--- config.mk ---
export PLATFORM = sky130hd
export DESIGN_NAME = iir_df1_biquad_axis
export DESIGN_NICKNAME = d
export VERILOG_FILES = /design/src/rtl/iir_pkg.sv /design/src/rtl/iir_sat_shift.sv /design/src/rtl/iir_df1_biquad_axis.sv
export SDC_FILE = /design/constraint.sdc
export NUM_CORES = 2
export LEC_CHECK = 0
export ABC_AREA = 1
export BUFFER_PORTS_ARGS = -buffer_cell sky130_fd_sc_hd__buf_2
export CORE_MARGIN = 2
export CORE_UTILIZATION = 35
export CTS_CLUSTER_DIAMETER = 120
export DETAILED_ROUTE_END_ITERATION = 8
export PLACE_DENSITY = 0.59
export SETUP_SLACK_MARGIN = 0.15
export SYNTH_ARGS = -nofsm -noshare
export SYNTH_HDL_FRONTEND = slang
export SYNTH_SLANG_ARGS = --single-unit
--- constraint.sdc ---
create_clock -name clk -period 5.2 [get_ports clk]
set_input_delay 0.52 -clock clk [delete_from_list [all_inputs] [get_ports clk]]
set_output_delay 0.52 -clock clk [all_outputs]
set_load 0.05 [all_outputs]
--- src/rtl/iir_pkg.sv ---
// Shared types and helpers for the DF-I biquad: width rules for the product and
// accumulator datapath, plus the floor-shift-then-saturate used on every output.
package iir_pkg;

    typedef int signed coeff_int_t;

    localparam int unsigned WIDE_W = 64;
    typedef logic signed [WIDE_W-1:0] wide_t;

    function automatic int unsigned prod_width(input int unsigned cw, input int unsigned iw);
        return 2 * ((cw > iw) ? cw : iw);
    endfunction

    // Three guard bits cover the sum of five full-width products.
    function automatic int unsigned acc_width(input int unsigned cw, input int unsigned iw);
        return prod_width(cw, iw) + 3;
    endfunction

    function automatic wide_t sat_shift(input wide_t acc, input int unsigned shift,
                                        input int unsigned width);
        wide_t s;
        wide_t hi;
        wide_t lo;
        s  = acc >>> shift;
        hi = (wide_t'(1) <<< (width - 1)) - wide_t'(1);
        lo = -(wide_t'(1) <<< (width - 1));
        if (s > hi) begin
            return hi;
        end
        if (s < lo) begin
            return lo;
        end
        return s;
    endfunction

endpackage

--- src/rtl/iir_sat_shift.sv ---
// Combinational output stage: arithmetic (floor) shift of the accumulator and
// clamp to the signed sample range.
module iir_sat_shift
    import iir_pkg::*;
#(
    parameter int unsigned acc_w = 35,
    parameter int unsigned out_w = 16,
    parameter int unsigned shift = 14
) (
    input  logic signed [acc_w-1:0] acc,
    output logic signed [out_w-1:0] y
);

    assign y = out_w'(sat_shift(wide_t'(acc), shift, out_w));

endmodule

--- src/rtl/iir_df1_biquad_axis.sv ---
// Direct-Form-I biquad with AXI4-Stream ports. One sample in flight at a time:
// register x, multiply, sum, then shift/saturate and update the feedback history.
module iir_df1_biquad_axis
    import iir_pkg::*;
#(
    parameter int unsigned coeff_width  = 16,
    parameter int unsigned inout_width  = 16,
    parameter int unsigned scale_factor = 14,
    parameter coeff_int_t  bo_int_coeff = 167,
    parameter coeff_int_t  b1_int_coeff = -302,
    parameter coeff_int_t  b2_int_coeff = 167,
    parameter coeff_int_t  a1_int_coeff = -31880,
    parameter coeff_int_t  a2_int_coeff = 15531
) (
    input  logic                          clk,
    input  logic                          rst_n,
    input  logic                          s_axis_tvalid,
    input  logic signed [inout_width-1:0] s_axis_tdata,
    output logic                          s_axis_tready,
    output logic signed [inout_width-1:0] m_axis_tdata,
    output logic                          m_axis_tvalid,
    input  logic                          m_axis_tready
);

    localparam int unsigned prod_w = prod_width(coeff_width, inout_width);
    localparam int unsigned acc_w  = acc_width(coeff_width, inout_width);

    localparam logic signed [coeff_width-1:0] b0_c = coeff_width'(bo_int_coeff);
    localparam logic signed [coeff_width-1:0] b1_c = coeff_width'(b1_int_coeff);
    localparam logic signed [coeff_width-1:0] b2_c = coeff_width'(b2_int_coeff);
    localparam logic signed [coeff_width-1:0] a1_c = coeff_width'(a1_int_coeff);
    localparam logic signed [coeff_width-1:0] a2_c = coeff_width'(a2_int_coeff);

    typedef enum logic [2:0] {
        ST_RST,
        ST_IDLE,
        ST_C1,
        ST_C2,
        ST_C3
    } state_t;

    state_t state;
    state_t state_next;

    logic signed [inout_width-1:0] x_cur;
    logic signed [inout_width-1:0] x1;
    logic signed [inout_width-1:0] x2;
    logic signed [inout_width-1:0] y1;
    logic signed [inout_width-1:0] y2;
    logic signed [prod_w-1:0]      p_b0;
    logic signed [prod_w-1:0]      p_b1;
    logic signed [prod_w-1:0]      p_b2;
    logic signed [prod_w-1:0]      p_a1;
    logic signed [prod_w-1:0]      p_a2;
    logic signed [acc_w-1:0]       acc;
    logic signed [inout_width-1:0] y_sat;
    logic                          accept;

    // Both ports: a beat transfers on a rising edge where tvalid and tready are
    // both high. tready is low while a sample is in flight and input tvalid is
    // then ignored; output tvalid holds with data until taken, and a newer
    // result simply replaces an untaken one.
    assign s_axis_tready = (state == ST_IDLE);
    assign accept        = s_axis_tvalid & s_axis_tready;

    always_ff @(posedge clk or negedge rst_n) begin
        if (!rst_n) begin
            state <= ST_RST;
        end else begin
            state <= state_next;
        end
    end

    always_comb begin
        state_next = state;
        case (state)
            ST_RST:  state_next = ST_IDLE;
            ST_IDLE: if (s_axis_tvalid) state_next = ST_C1;
            ST_C1:   state_next = ST_C2;
            ST_C2:   state_next = ST_C3;
            ST_C3:   state_next = ST_IDLE;
            default: state_next = ST_RST;
        endcase
    end

    iir_sat_shift #(
        .acc_w (acc_w),
        .out_w (inout_width),
        .shift (scale_factor)
    ) u_sat_shift (
        .acc (acc),
        .y   (y_sat)
    );

    always_ff @(posedge clk or negedge rst_n) begin
        if (!rst_n) begin
            x_cur         <= '0;
            x1            <= '0;
            x2            <= '0;
            y1            <= '0;
            y2            <= '0;
            p_b0          <= '0;
            p_b1          <= '0;
            p_b2          <= '0;
            p_a1          <= '0;
            p_a2          <= '0;
            acc           <= '0;
            m_axis_tdata  <= '0;
            m_axis_tvalid <= 1'b0;
        end else begin
            if (accept) begin
                x_cur <= s_axis_tdata;
            end
            if (state == ST_C1) begin
                p_b0 <= prod_w'(b0_c) * prod_w'(x_cur);
                p_b1 <= prod_w'(b1_c) * prod_w'(x1);
                p_b2 <= prod_w'(b2_c) * prod_w'(x2);
                p_a1 <= prod_w'(a1_c) * prod_w'(y1);
                p_a2 <= prod_w'(a2_c) * prod_w'(y2);
            end
            if (state == ST_C2) begin
                acc <= acc_w'(p_b0) + acc_w'(p_b1) + acc_w'(p_b2)
                     - acc_w'(p_a1) - acc_w'(p_a2);
            end
            // Feedback keeps the saturated value that actually leaves the block.
            if (state == ST_C3) begin
                x2            <= x1;
                x1            <= x_cur;
                y2            <= y1;
                y1            <= y_sat;
                m_axis_tdata  <= y_sat;
                m_axis_tvalid <= 1'b1;
            end else if (m_axis_tvalid && m_axis_tready) begin
                m_axis_tvalid <= 1'b0;
            end
        end
    end

endmodule

==> summary.md <==
| Metric | Value |
|---|---|
| Syn Nets | 4483 |
| Status | finished, final reports clean |
| CP Data Required Time | approximately 5700 ps |
| Final Max Slew Viols | 0 |
| Slew headroom | about a third |
| Synth unique cells | 50 |
| Vias in the first global route | between 20000 and 30000 |
| #FFs+latches synth | 239 |
| Mapped Area | ~31000 um2 |
| Final ANT Viol Nets | 0 |
| Crit start category | flop |
| Post-route DRC | 0 |
| CTS tree | done |
| CP Data Arrival Time | between 5000 and 6000 ps |
| Iteration-0 DRC Markers | about 1300 |
| Worst hold endpoint | m_axis_tvalid |
| Synth async-reset ratio | 100% |
| Met1 usage | 26.9% |
| Share of cells above drive strength 1 | 14.0% |
| Worst skew pair latency | 620 ps |
| CTS Buf Count | 31 |
| Hold depth | 2 |
| YS warnings | 0 |
| Worst Hold Class | input port to flop |
| Initial antenna violation count | 0 |
| Area grow syn2layout | 16.0% |
| Fraction of the cycle the final worst path needs | 95.8% |
| GR Util met3 | 1.45% |
| Reg-to-reg endpoint | p_a2[23] |
| H-tree levels | 1 |
| CP Max Fanout | 4 |
| Number of synthesized flops with an enable pin | 0 |
| First-pass GRT wire length | around 140 mm |
| Dpl hpwl | 72.5 mm |
| Ports | 38 |
| Syn Inst Count | between 3000 and 4000 |
| Row count | 109 |
| Die ar. | 91500 um2 |
| Total core area | 88400 um2 |
| Register area | 6000 um2 |
| Commonest non-fill, non-tap cell in the layout | nand2_1 |
| CTS clk-pin slew, worst paths | roughly 60 ps |
| Critical path endpoint category | flop |
| Via density | 4.87 |
| RSZ-0062 raised after global routing | true |
| Most frequent cells in the layout | nand2_1, inv_1, ha_1 |
| Root Driver | clkbuf_16 |
| CTS Buffer Depth | 3 |
| GP Congestion | 0.929 |
| GRT Overall Usage | 19.5% |
| Worst reg2reg path startpoint | y2[10] |
| Setup TNS | 0 ps |
| Setup ws final | 220 ps |
| GR peak layer | met2 |
| Place WS | -14.2 ps |
| Aggregate global routing overflow | 0 |
| Clock skew | about 13 ps |
| R2R cell count | 19 |
| I/O Buffers | 37 |
| CP Class | flop to flop |
| Max Fclk | around 0.2 GHz |
| Total Routed Length | roughly 87 mm |
| Met2 Use GR | 33.5% |
| Hold Slack | 86.7 ps |
| Initial Utilization | roughly a third |
| Filler cells | 8913 |
| Worst hold path startpoint | m_axis_tready |
| Largest net degree at the start of global routing | 104 |
| Slew at the pin closest to its max-slew limit | 981 ps |
| Final setup viols | 0 |
| Most used DFF post-synth | dfrtp_1 |
| Maxcap violations | 0 |
| Total number of vias | about 24000 |
| Routed length per instance | 17.4 um |
| Sequential-to-total area share from yosys stat | 19.2% |
| R2R Setup Slk | between 200 and 250 ps |
| Final core occ | around two fifths |
| Nets@finish | between 4000 and 5000 |
| Clock Sinks | 239 |
| Area of the multi-input gates | about 24000 um2 |
| Die Span Y | 303 um |
| Syn_area_per_cell | approximately 8.7 um2 |
| DRT Pass-1 Iters | 5 |
| Die width | 303 um |
| Final hold vios | 0 |
| Post-route minimum period | between 4000 and 5000 ps |
layer usage:
layer  part of all wire [%]  vias to the layer above  routed length (um)
li1                       -                    11834                   -
met1                     47                    11864               40400
met2                     48                      435               41500
met3                    3.2                       80                2750
met4                    2.3                        0                1950
met5                      0                        -                   0
worst max-delay path, cell delays in order, from the launching register on:
cell     delay, ps
dfrtp_2        450
buf_6          150
ha_4           250
inv_1           40
fa_2           570
inv_2           50
fa_1           500
fa_1           530
fa_2           600
fa_2           460
ha_4           340
nand2_4         80
nor2_1         150
inv_1          110
o21ai_0        180
nand2_1         90
nand3_1         80
nand2_1         50
nand3_1         60
o21ai_1         80
timing repair:
action	4_1_cts	5_1_grt
resized for setup	59	222
hold buffers	1	0
setup buffers	1	24
pin swaps	20	108
gates cloned	0	0
setup endpoints to repair	23	36
endpoints found under the hold margin	69	0
layout make-up:
| class | count | share of cell area [%] |
|---|---|---|
| timing repair buffer | 216 | 4.44 |
| antenna | 1 | 0.00691 |
| sequential | 239 | 16.6 |
| tap | 1165 | 4.03 |
| multi-input combinational | 2618 | 65.1 |
| clock buffer | 41 | 2.28 |
| clock inverter | 16 | 0.515 |
| inverter | 673 | 7.03 |
Yosys cell counts (19+ instances only):
library cell | n | area, um2
nand2_1 | 682 | 2560
inv_1 | 671 | 2520
ha_1 | 489 | 6120
fa_1 | 394 | 7890
dfrtp_1 | 239 | 5980
o21ai_0 | 203 | 1020
nor2_1 | 194 | 728
nand3_1 | 150 | 751
a21oi_1 | 146 | 731
xnor2_1 | 44 | 385
nand4_1 | 40 | 250
xor2_1 | 37 | 324
nor3_1 | 33 | 165
buf_2 | 27 | 135
nand3b_1 | 24 | 180
o21ai_1 | 24 | 120
o22ai_1 | 22 | 138
clkbuf_1 | 21 | 78.8
o21bai_1 | 19 | 143
how the worst max path moves through the flow:
| stage | start | endpoint | slack, ps | depth (start not counted) |
|---|---|---|---|---|
| after floorplan | y1[8] | p_a1[22] | 150 | 17 |
| after global placement | y2[10] | p_a2[26] | 5 | 22 |
| after detailed placement | y2[10] | p_a2[26] | -10 | 22 |
| after CTS | y2[11] | p_a2[30] | 120 | 24 |
| after global routing | y2[6] | p_a2[23] | 60 | 22 |
| final | y2[10] | p_a2[23] | 220 | 19 |
logic make-up (layout without fill, tap and decap cells):
kind of cell	Yosys count	after routing	share of synthesized area, %
simple gates	1164	1164	15.8
other cells	0	1	0
mux	11	11	0.397
compound gates	479	479	8.66
fa+ha+maj	883	883	44.9
xor+xnor	81	81	2.27
flops	239	239	19.2
buf+inv	723	946	8.83
stage by stage:
stage / cell area, um2 / std cells
floorplan: 31200 / 3580
global placement: 33800 / 4885
detailed placement: 33800 / 4885
CTS: 35100 / 4944
global route: 36200 / 4968
finish: 36200 / 4969
sequential cells by signal (all words and copies together), names as in the netlist, 20 cells and up:
| register | cells |
|---|---|
| p_a2 | 31 |
| p_a1 | 29 |
| p_b0 | 25 |
| p_b1 | 25 |
| p_b2 | 25 |
| acc | 20 |
Power is left out: the tool's default activity adds up to more than one toggle a clock period on the data nets, which glitch-free logic cannot reach.
